### config.mk
export PLATFORM = sky130hd
export DESIGN_NAME = decoder_pipe
export DESIGN_NICKNAME = d
export VERILOG_FILES = /design/src/rtl/decoder_pkg.sv /design/src/rtl/decoder_core.sv /design/src/rtl/decoder_pipe.sv
export SDC_FILE = /design/constraint.sdc
export NUM_CORES = 1
export LEC_CHECK = 0
export BUFFER_PORTS_ARGS = -buffer_cell sky130_fd_sc_hd__buf_2
export CORE_AREA = 5 5 48 82
export DETAILED_ROUTE_END_ITERATION = 10
export DIE_AREA = 0 0 53 87
export PLACE_DENSITY = 0.79
export SETUP_SLACK_MARGIN = 0.1
export SLEW_MARGIN = 20
export SYNTH_ARGS = -nofsm -noshare
export SYNTH_HDL_FRONTEND = slang
export SYNTH_SLANG_ARGS = --single-unit
### constraint.sdc
create_clock -name clk -period 4.32 [get_ports clk]
set_input_delay 0.216 -clock clk [delete_from_list [all_inputs] [get_ports clk]]
set_output_delay 0.216 -clock clk [all_outputs]
set_load 0.01 [all_outputs]
### src/rtl/decoder_pkg.sv
// Shared types and constants for the decoder pipeline: FSM state encoding
// and the decode mode selectors.
package decoder_pkg;

    typedef enum logic [1:0] {
        IDLE    = 2'd0,
        FULL    = 2'd1,
        SW_OUT  = 2'd2,
        SW_WAIT = 2'd3
    } state_t;

    localparam logic ONE_HOT = 1'b0;
    localparam logic THERMO  = 1'b1;

endpackage

### src/rtl/decoder_core.sv
// Purely combinational code-to-word decoder: one-hot (single bit set) or
// thermometer (all bits up to and including the code set).
module decoder_core
    import decoder_pkg::*;
#(
    parameter int IN_W = 4
) (
    input  logic [IN_W-1:0]      code,
    input  logic                 thermo,
    output logic [2**IN_W-1:0]   word
);

    localparam int OUT_W = 2**IN_W;

    always_comb begin
        word = '0;
        for (int i = 0; i < OUT_W; i++) begin
            if (thermo == THERMO) begin
                word[i] = (IN_W'(i) <= code);
            end else begin
                word[i] = (IN_W'(i) == code);
            end
        end
    end

endmodule

### src/rtl/decoder_pipe.sv
// One-stage registered decoder with valid/ready handshake and an auto-sweep
// mode that walks a one-hot bit across the output with a programmable dwell.
module decoder_pipe
    import decoder_pkg::*;
#(
    parameter int IN_W  = 4,
    parameter int DWELL = 8
) (
    input  logic                 clk,
    input  logic                 reset,
    input  logic                 enable,
    input  logic                 in_valid,
    output logic                 in_ready,
    input  logic [IN_W-1:0]      in_code,
    input  logic                 in_thermo,
    input  logic                 sweep_start,
    input  logic                 sweep_stop,
    output logic                 out_valid,
    input  logic                 out_ready,
    output logic [2**IN_W-1:0]   out_data,
    output logic [IN_W-1:0]      out_code,
    output logic                 busy
);

    localparam int OUT_W = 2**IN_W;
    localparam int CNT_W = (DWELL > 0) ? $clog2(DWELL + 1) : 1;

    state_t             state;
    logic [IN_W-1:0]    step;
    logic [CNT_W-1:0]   dwell_cnt;
    logic               accept;
    logic               sweep_go;
    logic [IN_W-1:0]    sweep_code;
    logic [IN_W-1:0]    core_code;
    logic               core_thermo;
    logic [OUT_W-1:0]   core_word;

    assign in_ready = !sweep_start && ((state == IDLE) || ((state == FULL) && out_ready));
    assign accept   = in_valid && in_ready;
    assign sweep_go = (state == IDLE) && sweep_start && !sweep_stop;
    assign busy     = (state != IDLE);

    // The single decoder is shared: during a sweep it decodes the step that
    // is about to be presented, otherwise the incoming code.
    always_comb begin
        sweep_code = step;
        if (state == IDLE) begin
            sweep_code = '0;
        end else if (state == SW_OUT) begin
            sweep_code = step + IN_W'(1);
        end
        if (sweep_go || (state == SW_OUT) || (state == SW_WAIT)) begin
            core_code   = sweep_code;
            core_thermo = ONE_HOT;
        end else begin
            core_code   = in_code;
            core_thermo = in_thermo;
        end
    end

    decoder_core #(
        .IN_W   (IN_W)
    ) u_core (
        .code   (core_code),
        .thermo (core_thermo),
        .word   (core_word)
    );

    always_ff @(posedge clk) begin
        if (reset) begin
            state     <= IDLE;
            out_valid <= 1'b0;
            out_data  <= '0;
            out_code  <= '0;
            step      <= '0;
            dwell_cnt <= '0;
        end else begin
            case (state)
                IDLE: begin
                    if (sweep_go) begin
                        state     <= SW_OUT;
                        step      <= '0;
                        out_valid <= 1'b1;
                        out_data  <= core_word;
                        out_code  <= '0;
                    end else if (accept) begin
                        state     <= FULL;
                        out_valid <= 1'b1;
                        out_data  <= enable ? core_word : '0;
                        out_code  <= in_code;
                    end
                end
                FULL: begin
                    if (out_ready) begin
                        if (accept) begin
                            out_valid <= 1'b1;
                            out_data  <= enable ? core_word : '0;
                            out_code  <= in_code;
                        end else begin
                            state     <= IDLE;
                            out_valid <= 1'b0;
                        end
                    end
                end
                SW_OUT: begin
                    // A stop request only takes effect once the pending word is taken.
                    if (out_ready) begin
                        if (sweep_stop) begin
                            state     <= IDLE;
                            out_valid <= 1'b0;
                        end else if (DWELL == 0) begin
                            step      <= sweep_code;
                            out_data  <= core_word;
                            out_code  <= sweep_code;
                        end else begin
                            step      <= sweep_code;
                            dwell_cnt <= CNT_W'(DWELL);
                            state     <= SW_WAIT;
                            out_valid <= 1'b0;
                        end
                    end
                end
                SW_WAIT: begin
                    if (sweep_stop) begin
                        state <= IDLE;
                    end else if (dwell_cnt <= CNT_W'(1)) begin
                        state     <= SW_OUT;
                        out_valid <= 1'b1;
                        out_data  <= core_word;
                        out_code  <= step;
                    end else begin
                        dwell_cnt <= dwell_cnt - CNT_W'(1);
                    end
                end
                default: begin
                    state     <= IDLE;
                    out_valid <= 1'b0;
                end
            endcase
        end
    end

endmodule

==> flow_summary.toml <==
[routing]
drtIter0Drc = 47
vias = 1709
ant_nets = 0
wl_per_cell_um = 14.6
dr.pass1.iters = 4
drc_errors = 0
wl_mm = 4.25
viasPerCell = 5.85

[setup_path]
crit_required_ps = 4550
worst_setup_path_start_kind = "flip-flop"
critical_path_class = "flip-flop to flip-flop"
cp_max_fo = 27
r2r_cells = 4
crit_slowest_cell = "dfxtp_1"
arrival_ps = 3180
end_kind = "flip-flop"
rrSetupSlack_ps = 1370
cp_cell_sequence = "inv_1 > a21oi_1 > nor2b_1 > a22o_1"
reg2reg_from = "state[1]"
cp-startpoint = "state[1]"
slowest_delay_ps = 910

[synthesis]
yosysMostFrequentCell = "dfxtp_1"
synthTopCellsByCount = "31 x dfxtp_1, 28 x nor2_1, 19 x a21oi_1"
synthFlopType = "dfxtp_1"
synth_fp_nets = 231
syn-instance-count = 216
synth_seq_cells = 31
yosysWarningCount = 0
async_reset_ff_share_pct = 0
yosysUniqueCellTypes = 57
netlist.top_cell.by_area = "dfxtp_1"
synth_edf_count = 0
synth_seq_area_share_pct = 34.1
synth_area_leaders = "dfxtp_1 34%, nor2_1 5.8%, a21oi_1 5.2%"
syn_avg_cell_area_um2 = 8.42
netlist_area_um2 = 1820
synth_top_area_share_pct = 34.1

[pwr]
clock_power_share_pct = 32.3
p_total_uw = 670
power_density_nw_per_um2 = 324
p_sw_share_pct = 30.8
combPwrFrac_pct = 20.9
leakage_nw = 0.861
p_sw_uw = 207
seqPwrFrac_pct = 46.8
irDropWorstVdd_mv = 0.204
intPower_uw = 464

[placement]
io_buffers = 34
routabilityCongestion = 0.832
dp_hpwl_mm = 3.22
dp_cells = 284

[die]
start_util_pct = 55.8
die_h_um = 87
dieArea_um2 = 4610
io-pin-count = 35
coreArea_um2 = 3260
fp.dieW_um = 53
num_rows = 28

[cts]
cts_resized = 0
cts_hold_buf = 0
clkSlewWorstSetupHoldPaths_ps = 60
cts_tree = "done"
clockBufferDepth = 2
cts_root_buf = "clkbuf_8"
numCtsBuffers = 5
numClockSinks = 31
postCtsSetupBuffers = 0
worstSkewPairLatency_ps = 290
cts_htree_levels = 2

[timing]
setup-violations-final = 0
hold_viol = 0
fin_skew_ps = 3.41
rsz0062_at_grt = "no"
tns_ps = 0
tightestPinTransition_ps = 904
fmax_ghz = 0.339
period_share_pct = 68.3
period_needed_ps = 2950
slew_violations = 0
timing.hold.ws_ps = 312
timing.slew.headroom_pct = 39.6

[run]
maxCapViolations = 0

[global_routing]
antenna_found_initial = 0
grt_pass1_vias = 1604
overflow = 0
grtUsageTotal_pct = 20.8
grt_max_degree = 28
grt_pass1_wl_mm = 7.18

[status]
status = "finished clean"

[layout]
multi_input_area_um2 = 1110
antennaDiodeCount = 0
drive_gt1_share_pct = 22.7
nets = 261
fillCellCount = 315
fin_cells = 292
area_delta_synth_final_pct = 13.9
regArea_um2 = 621

[min_path]
hp-start = "in_code[2]"
hold_class = "input port to flip-flop"
min_path_cells = 4
area by class of cell:
class	instances	share of cell area (%)
flip-flops and latches	31	30.0
repair buffers	35	8.58
well taps	45	2.72
clock inverters	3	0.725
multi-input cells	168	53.8
inverters	5	0.906
clock buffers	5	3.32
kinds of logic after synthesis:
family | Yosys count | synth area share, %
and+or+nand+nor | 89 | 28.0
AOI/OAI and AO/OA | 70 | 28.0
DFF | 31 | 34.1
buffers and inverters | 17 | 4.61
xor gates and xnor gates | 3 | 1.45
muxes | 3 | 1.72
adders and majority gates | 3 | 2.06
worst paths after layout:
check | to
hold reg to reg | out_data[10]
setup / recovery | out_data[3]
setup reg to reg | out_data[3]
hold / removal | out_code[2]
power groups by stage:
| stage | combinational (mW) | clock [mW] | sequential (mW) |
|---|---|---|---|
| 6_report | 0.140 | 0.217 | 0.314 |
| 3_5_place_dp | 0.140 | 0 | 0.320 |
| 5_1_grt | 0.156 | 0.237 | 0.316 |
| 3_3_place_gp | 0.139 | 0 | 0.319 |
| 2_1_floorplan | 0.109 | 0 | 0.315 |
| 4_1_cts | 0.141 | 0.224 | 0.313 |
layout by cell type, fill, tap and decap left out, drive strengths merged, types with 3 or more instances in the layout:
cell	instances
and2b	4
clkinv	3
clkbuf	5
nor3	7
nand3	4
a32o	9
nor2b	5
o21ai	9
nor4	4
nand3b	4
ha	3
inv	5
a22o	5
dfxtp	31
nor2	30
a21oi	19
nand2	16
a22oi	5
a211oi	4
and2	3
buf	35
xnor2	3
flip-flops by register name (all words and copies together), names as in the netlist:
| signal | flops |
|---|---|
| step | 4 |
| out_valid | 1 |
| state | 2 |
| out_data | 16 |
| dwell_cnt | 4 |
| out_code | 4 |
metrics by stage:
step,worst slack (ps),util (%),cell area (µm²)
floorplan,2430,-,1820
CTS,1410,63.6,2070
detailed placement,1430,61.0,1990
global placement,1490,61.0,1990
finish,1370,63.6,2070
global route,1070,63.6,2070
critical path: cells and delay by family, from the launching register on:
| kind | cells | cell delay [ps] |
|---|---|---|
| compound gates | 2 | 1010 |
| flops | 1 | 910 |
| simple gates | 1 | 660 |
| buf+inv | 1 | 300 |
metal layers:
metal / vias up / GRT usage [%] / wire, µm
met3: 10 / 4.80 / 179
li1: 862 / - / -
met4: 0 / 11.9 / 134
met1: 797 / 20.7 / 1550
met5: - / 0 / 0
met2: 40 / 37.7 / 2380
Power figures use the tool's default switching activity.
